$ cat config.mk
export PLATFORM = sky130hd
export DESIGN_NAME = plru_array
export DESIGN_NICKNAME = d
export VERILOG_FILES = /design/src/rtl/plru_array_pkg.sv /design/src/rtl/plru_tree_logic.sv /design/src/rtl/plru_array.sv
export SDC_FILE = /design/constraint.sdc
export NUM_CORES = 1
export LEC_CHECK = 0
export BUFFER_PORTS_ARGS = -buffer_cell sky130_fd_sc_hd__buf_2
export CORE_MARGIN = 4
export CORE_UTILIZATION = 55
export CTS_CLUSTER_SIZE = 28
export DETAILED_ROUTE_END_ITERATION = 10
export PLACE_DENSITY_LB_ADDON = 0.05
export SLEW_MARGIN = 10
export SYNTH_ARGS = -nofsm -noshare
export SYNTH_HDL_FRONTEND = slang
export SYNTH_SLANG_ARGS = --single-unit
$ cat constraint.sdc
create_clock -name clk -period 3 [get_ports clk]
set_input_delay 0.3 -clock clk [delete_from_list [all_inputs] [get_ports clk]]
set_output_delay 0.3 -clock clk [all_outputs]
set_load 0.05 [all_outputs]
$ cat src/rtl/plru_array_pkg.sv
// Shared types and tree helpers for the per-set pseudo-LRU replacement store.
// Helpers work on the widest supported tree; callers zero-extend and truncate.
package plru_array_pkg;

   localparam int unsigned DEF_WAYS   = 4;
   localparam int unsigned DEF_SETS   = 16;
   localparam int unsigned MAX_WAYS   = 16;
   localparam int unsigned MAX_WAY_W  = $clog2(MAX_WAYS);
   localparam int unsigned MAX_TREE_W = MAX_WAYS - 1;

   typedef enum logic {
      ST_CLEAR = 1'b0,
      ST_IDLE  = 1'b1
   } plru_state_e;

   // Walk from the root along the way's bits (MSB first), marking each node with that bit.
   function automatic logic [MAX_TREE_W-1:0] plru_touch(input logic [MAX_TREE_W-1:0] tree,
                                                        input logic [MAX_WAY_W-1:0]  way,
                                                        input int                    levels);
      logic [MAX_TREE_W-1:0] t;
      int                    node;
      t    = tree;
      node = 0;
      for (int l = int'(MAX_WAY_W) - 1; l >= 0; l--) begin
         if (l < levels) begin
            t[node] = way[l];
            node    = 2 * node + 1 + int'(way[l]);
         end
      end
      return t;
   endfunction

   // Descend toward the least recently used half at every node.
   function automatic logic [MAX_WAY_W-1:0] plru_victim(input logic [MAX_TREE_W-1:0] tree,
                                                        input int                    levels);
      logic [MAX_WAY_W-1:0] w;
      logic                 b;
      int                   node;
      w    = '0;
      node = 0;
      for (int l = 0; l < int'(MAX_WAY_W); l++) begin
         if (l < levels) begin
            b    = ~tree[node];
            w    = {w[MAX_WAY_W-2:0], b};
            node = 2 * node + 1 + int'(b);
         end
      end
      return w;
   endfunction

   function automatic logic [MAX_WAY_W-1:0] first_zero(input logic [MAX_WAYS-1:0] mask,
                                                       input int                  ways);
      logic [MAX_WAY_W-1:0] idx;
      idx = '0;
      for (int i = int'(MAX_WAYS) - 1; i >= 0; i--) begin
         if (i < ways && !mask[i]) idx = MAX_WAY_W'(i);
      end
      return idx;
   endfunction

endpackage

$ cat src/rtl/plru_tree_logic.sv
// Combinational PLRU tree update (touch) and victim selection for one tree.
module plru_tree_logic
   import plru_array_pkg::*;
#(
   parameter int unsigned WAYS = DEF_WAYS
) (
   input  logic [WAYS-2:0]         upd_tree,
   input  logic [$clog2(WAYS)-1:0] touch_way,
   output logic [WAYS-2:0]         touched_c,
   input  logic [WAYS-2:0]         sel_tree,
   input  logic [WAYS-1:0]         way_valid,
   output logic [$clog2(WAYS)-1:0] victim_c
);

   localparam int unsigned TREE_W = WAYS - 1;
   localparam int unsigned WAY_W  = $clog2(WAYS);

   logic [MAX_WAY_W-1:0] tree_vic;
   logic [MAX_WAY_W-1:0] free_way;

   // Invalid ways take priority over the tree's choice.
   always_comb begin
      touched_c = TREE_W'(plru_touch(MAX_TREE_W'(upd_tree), MAX_WAY_W'(touch_way), int'(WAY_W)));
      tree_vic  = plru_victim(MAX_TREE_W'(sel_tree), int'(WAY_W));
      free_way  = first_zero(MAX_WAYS'(way_valid), int'(WAYS));
      victim_c  = (&way_valid) ? WAY_W'(tree_vic) : WAY_W'(free_way);
   end

endmodule

$ cat src/rtl/plru_array.sv
// Per-set tree pseudo-LRU store: clear walk, touch read-modify-write and registered lookup.
module plru_array
   import plru_array_pkg::*;
#(
   parameter int unsigned WAYS = DEF_WAYS,
   parameter int unsigned SETS = DEF_SETS
) (
   input  logic                    clk,
   input  logic                    rst,
   output logic                    ready,
   input  logic                    clear,
   input  logic                    lookup_valid,
   input  logic [$clog2(SETS)-1:0] lookup_set,
   input  logic [WAYS-1:0]         way_valid,
   output logic                    victim_valid,
   output logic [$clog2(WAYS)-1:0] victim_way,
   input  logic                    touch_valid,
   input  logic [$clog2(SETS)-1:0] touch_set,
   input  logic [$clog2(WAYS)-1:0] touch_way
);

   localparam int unsigned WAY_W  = $clog2(WAYS);
   localparam int unsigned SET_W  = $clog2(SETS);
   localparam int unsigned TREE_W = WAYS - 1;

   logic [TREE_W-1:0] mem [SETS];

   plru_state_e       state_q, state_d;
   logic [SET_W-1:0]  cnt_q, cnt_d;
   logic              ready_q;
   logic              vv_q;
   logic [TREE_W-1:0] tree_q;

   logic              touch_ok_c;
   logic              lookup_ok_c;
   logic              wr_en_c;
   logic [SET_W-1:0]  wr_set_c;
   logic [TREE_W-1:0] wr_data_c;
   logic [TREE_W-1:0] touched_c;
   logic [TREE_W-1:0] fwd_tree_c;
   logic [WAY_W-1:0]  victim_c;

   plru_tree_logic #(.WAYS(WAYS)) u_tree (
      .upd_tree  (mem[touch_set]),
      .touch_way (touch_way),
      .touched_c (touched_c),
      .sel_tree  (tree_q),
      .way_valid (way_valid),
      .victim_c  (victim_c)
   );

   // Clear walk owns the write port; otherwise a touch may use it unless clear starts.
   always_comb begin
      state_d     = state_q;
      cnt_d       = cnt_q;
      touch_ok_c  = 1'b0;
      lookup_ok_c = 1'b0;
      wr_en_c     = 1'b0;
      wr_set_c    = touch_set;
      wr_data_c   = touched_c;
      case (state_q)
         ST_CLEAR: begin
            wr_en_c   = 1'b1;
            wr_set_c  = cnt_q;
            wr_data_c = '0;
            cnt_d     = cnt_q + SET_W'(1);
            if (cnt_q == SET_W'(SETS - 1)) begin
               state_d = ST_IDLE;
               cnt_d   = '0;
            end
         end
         ST_IDLE: begin
            lookup_ok_c = lookup_valid;
            if (clear) begin
               state_d = ST_CLEAR;
               cnt_d   = '0;
            end else begin
               touch_ok_c = touch_valid;
               wr_en_c    = touch_valid;
            end
         end
         default: state_d = ST_CLEAR;
      endcase
   end

   // Same-cycle touch to the looked-up set is forwarded into the captured tree.
   assign fwd_tree_c = (touch_ok_c && (touch_set == lookup_set)) ? touched_c : mem[lookup_set];

   always_ff @(posedge clk or posedge rst) begin
      if (rst) begin
         state_q <= ST_CLEAR;
         cnt_q   <= '0;
         ready_q <= 1'b0;
         vv_q    <= 1'b0;
         tree_q  <= '0;
      end else begin
         state_q <= state_d;
         cnt_q   <= cnt_d;
         ready_q <= (state_d == ST_IDLE);
         vv_q    <= lookup_ok_c;
         if (lookup_ok_c) tree_q <= fwd_tree_c;
      end
   end

   // Storage has no reset so it can map onto a register file or SRAM.
   always_ff @(posedge clk) begin
      if (wr_en_c) mem[wr_set_c] <= wr_data_c;
   end

   assign ready        = ready_q;
   assign victim_valid = vv_q;
   assign victim_way   = vv_q ? victim_c : '0;

endmodule
After elaboration in Yosys (flattened, before gate mapping)

Memories as Yosys holds them, arrays and structs flattened. A register that Yosys moved wholly into a read port is not among the register bits.
Cells that the tools add are included.

Equality and inequality tests: 2
Add/subtract/negate cells: 3
Bitwise logic cells: 3
Mux-type cells: 25
$lt $le $gt $ge: 3
Reductions and logical operators: 2

Operators with widths:

| operator              | count |
|---|---|
| $lt A32 B6 Y1 const B | 2 |
| $ge A32 B1 Y1 const B | 1 |
| $bwmux W15            | 1 |
| $mux W2               | 6 |
| $mux W4               | 3 |
| $mux W1               | 9 |
| $pmux W4 S2           | 1 |
| $add A1 B1 Y2 const A | 2 |
| $add A4 B1 Y4 const B | 1 |
| $bmux W1 S4           | 1 |
| $demux W1 S4          | 1 |
| $eq A4 B4 Y1 const B  | 1 |
| $pmux W1 S2           | 2 |
| $reduce_and A4 Y1     | 1 |
| $mux W3               | 1 |
| $not A1 Y1            | 3 |
| $ne A2 B2 Y1 const B  | 1 |
| $logic_and A1 B1 Y1   | 1 |

Flip-flop bits (word level): 6
Memories kept: 1
Output and inout port bits: 4
Word-level logic and storage cells: 42
Input port bits: 19
Memory bits (writable): 48

Memory list:

| name | depth | width | rd ports | clocked after Yosys merged registers in | wr ports | line             | source |
|---|---|---|---|---|---|---|---|
| mem  | 16    | 3     | 2        | 1                                       | 1        | plru_array.sv:26 | `logic [TREE_W-1:0] mem [SETS];` |

Depth between registers and ports, before layout

Gate-level depths: netlist (run 1).

Word-level depth: 8
Gate-level depth with buffers: 8
Gate-level depth less buffers: 6

By module

Synthesis (run 1) repeated with hierarchy kept, for this count alone.

Cells, all modules: 194
Area, all modules: 2,972.9 µm²

Modules (own cells, without submodules):

| module          | area each (µm²) | cells each | seq. area each (µm²) | times used |
|---|---|---|---|---|
| plru_array      | 2,904.0         | 185        | 1,666.6              | 1 |
| plru_tree_logic | 68.8            | 9          | 0.0                  | 1 |

Worst setup path after synthesis (run 1)

No wires, ideal clock.

Path type: register -> register
Start point: reg, netlist name ready
End point: reg tree_q[0] (read register of mem)
Setup time: 123 ps
Stages on the path, launching flop included: 8
Path slack: 1,038 ps
Data arrival time: 1,840 ps
Period minus slack after synthesis: 1,962 ps
Data required time: 2,877 ps
Path buffers: 2
Cells stage by stage: dfrtp_1 -> buf_6 -> buf_6 -> o22ai_2 -> mux2i_1 -> nor4_4 -> mux2i_1 -> a21oi_1

RTL lines:

| element   | line             | source |
|---|---|---|
| to (decl) | plru_array.sv:32 | `logic [TREE_W-1:0] tree_q;` |

==> flow_metrics.py, run 1 <==
metrics = {
    "placed_design": {
        "place_congestion": 0.9168,
        "dpl_worst_slack_ns": 0.6279,
        "hpwl_mm": 4.627,
        "place_area_sq_um": 3048,
        "io_buffers": 22,
    },
    "worst_setup_path": {
        "timing.rr.end": "tree_q[0]",
        "endpoint": "tree_q[0]",
        "crit_buf_inv": 1,
        "cp_top_family": "flip-flops",
        "crit_required_ns": 3.22,
        "slowest_stage": "dfrtp_1",
        "worstPathCellList": "buf_4, nand2_1, o22ai_2, mux2i_1, nor4_4, mux2i_1, a21oi_1",
        "path_max_fanout": 18,
        "cpMostUsedCell": "mux2i_1",
        "startpoint_type": "register",
        "ff2ff_path_depth": 7,
        "cp.depth": 7,
        "end_kind": "register",
        "worst-setup-path-type": "reg2reg",
        "r2r_slack_ns": 0.63,
        "slowest_delay_ns": 0.80,
        "arrival_ns": 2.58,
        "reg2reg_from": "ready",
        "startpoint": "ready",
    },
    "floorplanning": {
        "start_util": 0.5686,
        "dieHeight_microns": 80.67,
        "fp.dieW_microns": 80.67,
        "die-area_sq_um": 6507,
        "rows": 26,
        "ioPinCount": 23,
        "coreArea_sq_um": 5107,
    },
    "sta": {
        "worstMarginPinSlew_ns": 0.7134,
        "max_slew_margin": 0.5244,
        "worst_clock_skew_ns": 0.009341,
        "setup_violations": 0,
        "finalCriticalPeriod_ns": 2.366,
        "max_clock_freq_mhz": 422.6,
        "final-hold-violation-count": 0,
        "tns_ns": 0,
        "min_period_over_period": 0.7888,
        "fin_ws_ns": 0.6336,
        "rsz0062_at_grt": "false",
        "drv_slew": 0,
    },
    "min_path": {
        "hold_path_depth": 3,
        "hp-class": "in2reg",
    },
    "global_routing": {
        "grt_pass1_wl_mm": 9.846,
        "antenna_found_initial": 0,
        "gr-usage-met2": 0.3394,
        "grtUsageTotal": 0.2166,
        "grt-busiest-layer": "met2",
        "grt_max_degree": 22,
        "use_met3": 0.04709,
        "use_met1": 0.2785,
        "grt_pass1_vias": 1896,
        "grt.overflow.total": 0,
    },
    "logic_synthesis": {
        "ys_warn_count": 0,
        "synthFlopType": "edfxtp_1",
        "synth_edf_count": 48,
        "syn-cell-area_sq_um": 2904,
        "async_flop_share": 0.1579,
        "syn-num-nets": 238,
        "synthCells": 218,
        "yosysSeqAreaShare": 0.5739,
        "synth_area_per_cell_sq_um": 13.32,
        "yosysUniqueCellTypes": 39,
        "ys_ff_latch": 57,
    },
    "cells_and_area": {
        "diodes": 0,
        "n_fill_cell": 418,
        "post-route-util": 0.6328,
        "multiInputGateArea_sq_um": 1139,
        "final_nets": 266,
        "drive_above_1_share": 0.1840,
        "layout_commonest_cell": "edfxtp_1",
        "final_area_sq_um": 3232,
        "layout_common_cells": "48 x edfxtp_1, 28 x mux2i_1, 26 x nor2_1, 22 x buf_2, 18 x nand2_1",
        "seqCellArea_sq_um": 1667,
        "synthToLayoutAreaGrowth_pct": 11.29,
    },
    "cts": {
        "clock_path_buffers": 2,
        "clkLatencyLatePin_ns": 0.33,
        "cts_htree_levels": 3,
        "clockRootBuffer": "clkbuf_8",
        "ctsResizeCount": 0,
        "cts-buffers-inserted": 9,
        "path_clk_slew_ns": 0.07,
        "numClockSinks": 57,
        "cts_tree": "done",
    },
    "detailed_routing": {
        "drt-wirelength-per-cell_microns": 20.15,
        "drc_errors": 0,
        "wl_mm": 6.449,
        "viasPerCell": 5.966,
        "first_iter_violations": 159,
        "dr.pass1.iters": 6,
        "drtAntennaViolNets": 0,
        "num_vias": 1909,
    },
    "power_and_ir_drop": {
        "peakVddDrop_mv": 0.4294,
        "p_leak_uw": 0.001240,
        "total_power_uw": 2621,
        "power_density_nw_per_um2": 811.1,
    },
    "run_status": {
        "status": "finished, final reports clean",
    },
    "run": {
        "maxCapViolations": 0,
    },
}
Yosys cell counts, types with 4 or more instances:
cell type,count,share of area
nand3_1,6,0.010
buf_6,4,0.016
a21oi_1,7,0.012
dfrtp_1,9,0.078
nor2_1,26,0.034
a22o_1,4,0.012
nand2_1,18,0.023
o21ai_0,5,0.0086
a22oi_1,5,0.013
mux4_2,7,0.054
mux2i_1,28,0.097
inv_1,7,0.0090
edfxtp_1,48,0.50
sequential cells by signal, summed over array words and instances (netlist names):
signal / count
mem: 48
cnt_q: 4
tree_q: 3
ready: 1
victim_valid: 1
cells by family after synthesis:
family	Yosys count	synth area share
AND/OR/NAND/NOR	62	0.09866
flip-flops	57	0.5739
AO/OA/AOI/OAI	40	0.09824
multiplexers	39	0.1818
buffers and inverters	16	0.03403
XOR/XNOR	3	0.009049
adder cells (fa/ha/maj)	1	0.004308
timing repair:
action | in CTS | in global routing
setup buffers | 0 | 0
endpoints found under the hold margin | 9 | 0
hold buffers | 1 | 0
worst min path at each step:
stage,from,endpoint,slack [ns]
after floorplan,rst,cnt_q[0],0.13
after global placement,rst,cnt_q[1],0.26
after detailed placement,rst,cnt_q[2],0.27
after CTS,clear,ready,0.28
after global routing,clear,ready,0.31
final,clear,ready,0.30
cell type report:
class	count	share of cell area
clock buffer	9	0.03833
clock inverter	6	0.01549
inverter	8	0.009292
multi-input combinational	145	0.3523
sequential	57	0.5157
tap	70	0.02710
timing repair buffer	25	0.04181
where the power goes:
group	switching, uW	total (uW)	internal, uW
Clock	293	659	366
Combinational	471	753	283
Sequential	131	1210	1080
Total	895	2620	1730
worst register-to-register path, delay by kind of cell (launching register included):
family / cells / cell delay [ns]
AND/OR/NAND/NOR: 2 / 0.49
multiplexers: 2 / 0.44
buffers and inverters: 1 / 0.28
flip-flops: 1 / 0.80
AO/OA/AOI/OAI: 2 / 0.24
metrics by stage:
step,hold WS [ns],instances
3_5_place_dp,0.2695,304
6_report,0.3003,320
4_1_cts,0.2797,320
3_3_place_gp,0.2631,304
2_1_floorplan,0.1279,218
5_1_grt,0.3129,320
layer usage:
metal | up-vias | part of all wire
met5 | - | 0
met4 | 0 | 0.014
met3 | 11 | 0.047
met2 | 57 | 0.48
li1 | 898 | -
met1 | 943 | 0.46
No activity file was read; power rests on OpenSTA's default activity.
==> run 2: changes to the inputs <==
--- a/config.mk
+++ b/config.mk
@@ -7,7 +7,7 @@
 export LEC_CHECK = 0
 export BUFFER_PORTS_ARGS = -buffer_cell sky130_fd_sc_hd__buf_2
 export CORE_MARGIN = 4
-export CORE_UTILIZATION = 55
+export CORE_UTILIZATION = 54
 export CTS_CLUSTER_SIZE = 28
 export DETAILED_ROUTE_END_ITERATION = 10
 export PLACE_DENSITY_LB_ADDON = 0.05
==> constraint.sdc (replaced) <==
create_clock -name clk -period 1.95 [get_ports clk]
set_input_delay 0.195 -clock clk [delete_from_list [all_inputs] [get_ports clk]]
set_output_delay 0.195 -clock clk [all_outputs]
set_load 0.05 [all_outputs]
==> flow_metrics.py, run 2 (same netlist as run 1, synthesis figures left out) <==
metrics = {
    "run_status": {
        "status": "finished, final reports clean",
    },
    "worst_setup_path": {
        "worstPathCellList": "buf_4, inv_2, a2111oi_0, and3_1, a31oi_1, nand2_1, buf_4",
        "slowest_delay_ns": 0.55,
        "worst-setup-path-type": "reg2reg",
        "startpoint_type": "register",
        "startpoint": "ready",
        "ff2ff_path_depth": 7,
        "slowest_stage": "dfrtp_4",
        "cp_top_family": "flip-flops",
        "crit_buf_inv": 3,
        "end_kind": "register",
        "arrival_ns": 1.96,
        "crit_required_ns": 2.02,
        "cpMostUsedCell": "buf_4",
        "reg2reg_from": "ready",
        "path_max_fanout": 16,
        "cp.depth": 7,
    },
    "floorplanning": {
        "fp.dieW_microns": 81.34,
        "start_util": 0.5614,
        "rows": 26,
        "dieHeight_microns": 81.34,
        "coreArea_sq_um": 5172,
        "die-area_sq_um": 6615,
        "ioPinCount": 23,
    },
    "sta": {
        "tns_ns": 0,
        "worstMarginPinSlew_ns": 0.4162,
        "max_slew_margin": 0.7154,
        "max_clock_freq_mhz": 528.4,
        "worst_clock_skew_ns": 0.008040,
        "finalCriticalPeriod_ns": 1.893,
        "setup_violations": 0,
        "final-hold-violation-count": 0,
        "rsz0062_at_grt": "false",
        "min_period_over_period": 0.9705,
        "drv_slew": 0,
    },
    "global_routing": {
        "grt_max_degree": 19,
        "grtUsageTotal": 0.2323,
        "grt-busiest-layer": "met2",
        "use_met3": 0.05543,
        "grt_pass1_vias": 2082,
        "use_met1": 0.3114,
        "antenna_found_initial": 0,
        "gr-usage-met2": 0.3493,
        "grt_pass1_wl_mm": 10.90,
        "grt.overflow.total": 0,
    },
    "placed_design": {
        "hpwl_mm": 5.039,
        "place_congestion": 0.9845,
        "io_buffers": 22,
    },
    "run": {
        "maxCapViolations": 0,
    },
    "cts": {
        "numClockSinks": 57,
        "path_clk_slew_ns": 0.07,
        "cts_tree": "done",
        "clock_path_buffers": 2,
        "clkLatencyLatePin_ns": 0.33,
        "clockRootBuffer": "clkbuf_8",
        "cts-buffers-inserted": 9,
        "cts_htree_levels": 3,
    },
    "min_path": {
        "hp-class": "in2reg",
        "hold_path_depth": 3,
        "min_from": "clear",
    },
    "detailed_routing": {
        "first_iter_violations": 207,
        "wl_mm": 6.858,
        "dr.pass1.iters": 4,
        "drtAntennaViolNets": 0,
        "num_vias": 2044,
        "drc_errors": 0,
        "viasPerCell": 5.994,
        "drt-wirelength-per-cell_microns": 20.11,
    },
    "power_and_ir_drop": {
        "power_density_nw_per_um2": 1253,
        "peakVddDrop_mv": 0.7373,
        "p_leak_uw": 0.001346,
    },
    "cells_and_area": {
        "synthToLayoutAreaGrowth_pct": 17.84,
        "top_register": "mem",
        "reg_top3": "mem (48), cnt_q (4), tree_q (3)",
        "layout_commonest_cell": "edfxtp_1",
        "largest_reg_flops": 48,
        "final_nets": 286,
        "drive_above_1_share": 0.2657,
        "post-route-util": 0.6616,
        "layout_common_cells": "48 x edfxtp_1, 27 x mux2i_1, 26 x nor2_1, 22 x buf_2, 21 x buf_4",
        "diodes": 0,
    },
}
run 2: final timing paths:
check / to / slack, ns
max: mem[6][2] / 0.06
min: ready / 0.18
max reg2reg: mem[6][2] / 0.06
min reg2reg: tree_q[1] / 0.49
max in group asynchronous: ready / 1.32
min in group asynchronous: cnt_q[3] / 0.35
run 2: per-stage QoR:
step	hold slack [ns]	power [uW]	cells	setup slack, ns	instance area [sq um]
after global routing	0.2155	4514	341	0.003294	3422
final	0.1809	4289	341	0.05744	3422
after global placement	0.1577	3111	319	0.06409	3174
after CTS	0.1679	4246	336	0.07417	3378
after detailed placement	0.1679	3172	319	0.02871	3174
after floorplan	0.02285	2683	218	0.08532	2905
run 2: layout make-up:
type	instances	area [sq um]
Inverter	8	30.03
Timing Repair Buffer	45	297.8
Multi-Input combinational cell	145	1142
Clock buffer	9	123.9
Tap cell	70	87.58
Fill cell	379	1750
Sequential cell	57	1670
Clock inverter	7	70.07
run 2: repair_timing:
item                                    in CTS  in global routing
endpoints found under the setup margin       0                 11
endpoints found under the hold margin        9                  0
resized for setup                            0                  2
buffers inserted                             0                  5
hold buffers                                 1                  0
run 2: worst min-delay path, delay by kind of cell:
family | cells | cell delay, ns
simple gates | 1 | 0.11
buf+inv | 1 | 0.10
compound gates | 1 | 0.07
run 2: metal layers:
metal  part of all wire  vias up
li1                   -      938
met1               0.43      995
met2               0.47       95
met3              0.070       16
met4              0.026        0
met5                  0        -
run 2: where the power goes:
part           total (uW)  internal, uW  switching (uW)
Clock                1080           586             492
Sequential           1850          1660             190
Combinational        1360           567             796
==> run 3: changes to the inputs <==
--- a/config.mk
+++ b/config.mk
@@ -7,7 +7,7 @@
 export LEC_CHECK = 0
 export BUFFER_PORTS_ARGS = -buffer_cell sky130_fd_sc_hd__buf_2
 export CORE_MARGIN = 4
-export CORE_UTILIZATION = 54
+export CORE_UTILIZATION = 40
 export CTS_CLUSTER_SIZE = 28
 export DETAILED_ROUTE_END_ITERATION = 10
 export PLACE_DENSITY_LB_ADDON = 0.05
==> constraint.sdc (replaced) <==
create_clock -name clk -period 1.95 [get_ports clk]
set_input_delay 0.0975 -clock clk [delete_from_list [all_inputs] [get_ports clk]]
set_output_delay 0.0975 -clock clk [all_outputs]
set_load 0.05 [all_outputs]
==> flow_metrics.py, run 3 (same netlist as run 1, synthesis figures left out) <==
metrics = {
    "placed_design": {
        "hpwl_mm": 5.195,
        "placedCellCount": 343,
        "place_congestion": 0.8643,
        "io_buffers": 22,
        "dpl_worst_slack_ns": 0.08405,
        "place_area_sq_um": 3179,
    },
    "global_routing": {
        "grt.overflow.total": 0,
        "grt_max_degree": 20,
        "grt_pass1_vias": 1935,
        "antenna_found_initial": 0,
        "grt_pass1_wl_mm": 10.61,
        "use_met1": 0.2312,
        "grt-busiest-layer": "met2",
        "grtUsageTotal": 0.1691,
        "gr-usage-met2": 0.2663,
        "use_met3": 0.04747,
    },
    "cells_and_area": {
        "synthToLayoutAreaGrowth_pct": 15.90,
        "drive_above_1_share": 0.2328,
        "final_nets": 279,
        "post-route-util": 0.4873,
        "final_area_sq_um": 3366,
        "diodes": 0,
        "n_fill_cell": 639,
        "layout_commonest_cell": "edfxtp_1",
        "fin_cells": 358,
        "layout_common_cells": "48 x edfxtp_1, 28 x mux2i_1, 26 x nor2_1, 22 x buf_2, 18 x nand2_1",
        "largest_reg_flops": 48,
        "reg_top3": "mem (48), cnt_q (4), tree_q (3)",
        "top_register": "mem",
    },
    "cts": {
        "numClockSinks": 57,
        "post-cts-setup-buffers": 0,
        "cts_tree": "done",
        "cts-buffers-inserted": 9,
        "clock_path_buffers": 2,
        "cts_htree_levels": 3,
        "clkLatencyLatePin_ns": 0.33,
        "path_clk_slew_ns": 0.07,
        "clockRootBuffer": "clkbuf_8",
    },
    "detailed_routing": {
        "drt-wirelength-per-cell_microns": 19.11,
        "viasPerCell": 5.285,
        "dr.pass1.iters": 4,
        "num_vias": 1892,
        "drc_errors": 0,
        "drtAntennaViolNets": 0,
        "first_iter_violations": 143,
        "wl_mm": 6.840,
    },
    "sta": {
        "final-hold-violation-count": 0,
        "worst_clock_skew_ns": 0.01081,
        "drv_slew": 0,
        "tns_ns": 0,
        "max_slew_margin": 0.7094,
        "max_clock_freq_mhz": 546.9,
        "min_period_over_period": 0.9378,
        "fin_ws_ns": 0.1213,
        "rsz0062_at_grt": "false",
        "finalCriticalPeriod_ns": 1.829,
        "setup_violations": 0,
        "worstMarginPinSlew_ns": 0.4249,
    },
    "worst_setup_path": {
        "worst-setup-path-type": "reg2reg",
        "startpoint_type": "register",
        "path_max_fanout": 19,
        "arrival_ns": 1.82,
        "crit_required_ns": 1.94,
        "end_kind": "register",
    },
    "run": {
        "maxCapViolations": 0,
    },
    "floorplanning": {
        "ioPinCount": 23,
        "fp.dieW_microns": 93.21,
        "coreArea_sq_um": 6907,
        "start_util": 0.4205,
        "rows": 30,
        "dieHeight_microns": 93.21,
        "die-area_sq_um": 8687,
    },
    "power_and_ir_drop": {
        "peakVddDrop_mv": 0.5681,
        "power_density_nw_per_um2": 1220,
        "p_leak_uw": 0.001300,
    },
    "min_path": {
        "hp-class": "in2reg",
    },
    "run_status": {
        "status": "finished, final reports clean",
    },
}
[run 3: changes by cell type in the layout (fill, tap and decap cells not counted)]
cell,previous run,this run
mux2i_1,27,28
buf_12,1,0
mux2i_2,1,0
clkbuf_1,0,1
clkinvlp_4,3,1
inv_6,1,0
buf_4,21,15
[run 3: layout make-up]
class | count | area, sq um | area share
sequential | 57 | 1670 | 0.4963
clock buffer | 10 | 127.6 | 0.03792
multi-input combinational | 145 | 1139 | 0.3383
inverter | 8 | 30.03 | 0.008922
tap | 96 | 120.1 | 0.03569
clock inverter | 4 | 46.29 | 0.01375
timing repair buffer | 38 | 232.7 | 0.06914
[run 3: critical path: stages, from the launching register on]
cell and delay (ns):
dfrtp_4 0.58, buf_4 0.20, nor3_1 0.18, a21oi_1 0.06, buf_4 0.16, nor2_1 0.31
[run 3: report_power, final]
part	leakage (uW)	internal [uW]	switching, uW
logic	0.000655	501	725
registers	0.000560	1660	203
clock network	0.0000856	569	448
total	0.00130	2730	1380
[run 3: path summary, 6_finish.rpt]
path	start	cells after the start	end	slack, ns
worst max-delay path	ready	5	mem[8][1]	0.12
worst min-delay path	clear	3	ready	0.10
worst max register to register	ready	5	mem[8][1]	0.12
worst min register to register	tree_q[1]	2	tree_q[1]	0.49
max in group asynchronous	rst	3	ready	1.41
min in group asynchronous	rst	3	cnt_q[2]	0.27
[run 3: layer usage]
metal,part of all wire,vias up,wire length [microns]
met5,0,-,0
met4,0.0092,0,63
met3,0.033,7,228
met2,0.47,31,3223
met1,0.49,931,3323
li1,-,923,-
[run 3: per-stage QoR]
step                hold slack [ns]  power [uW]
floorplan                  -0.07465        2683
global placement            0.07791        3120
detailed placement          0.07844        3120
CTS                         0.08757        4134
global route                 0.1137        4343
finish                       0.1009        4105
[run 3: repair_timing]
action | CTS | global route
hold endpoints to repair | 9 | 0
setup endpoints to repair | 0 | 2
hold buffers | 1 | 0
resized for setup | 0 | 1
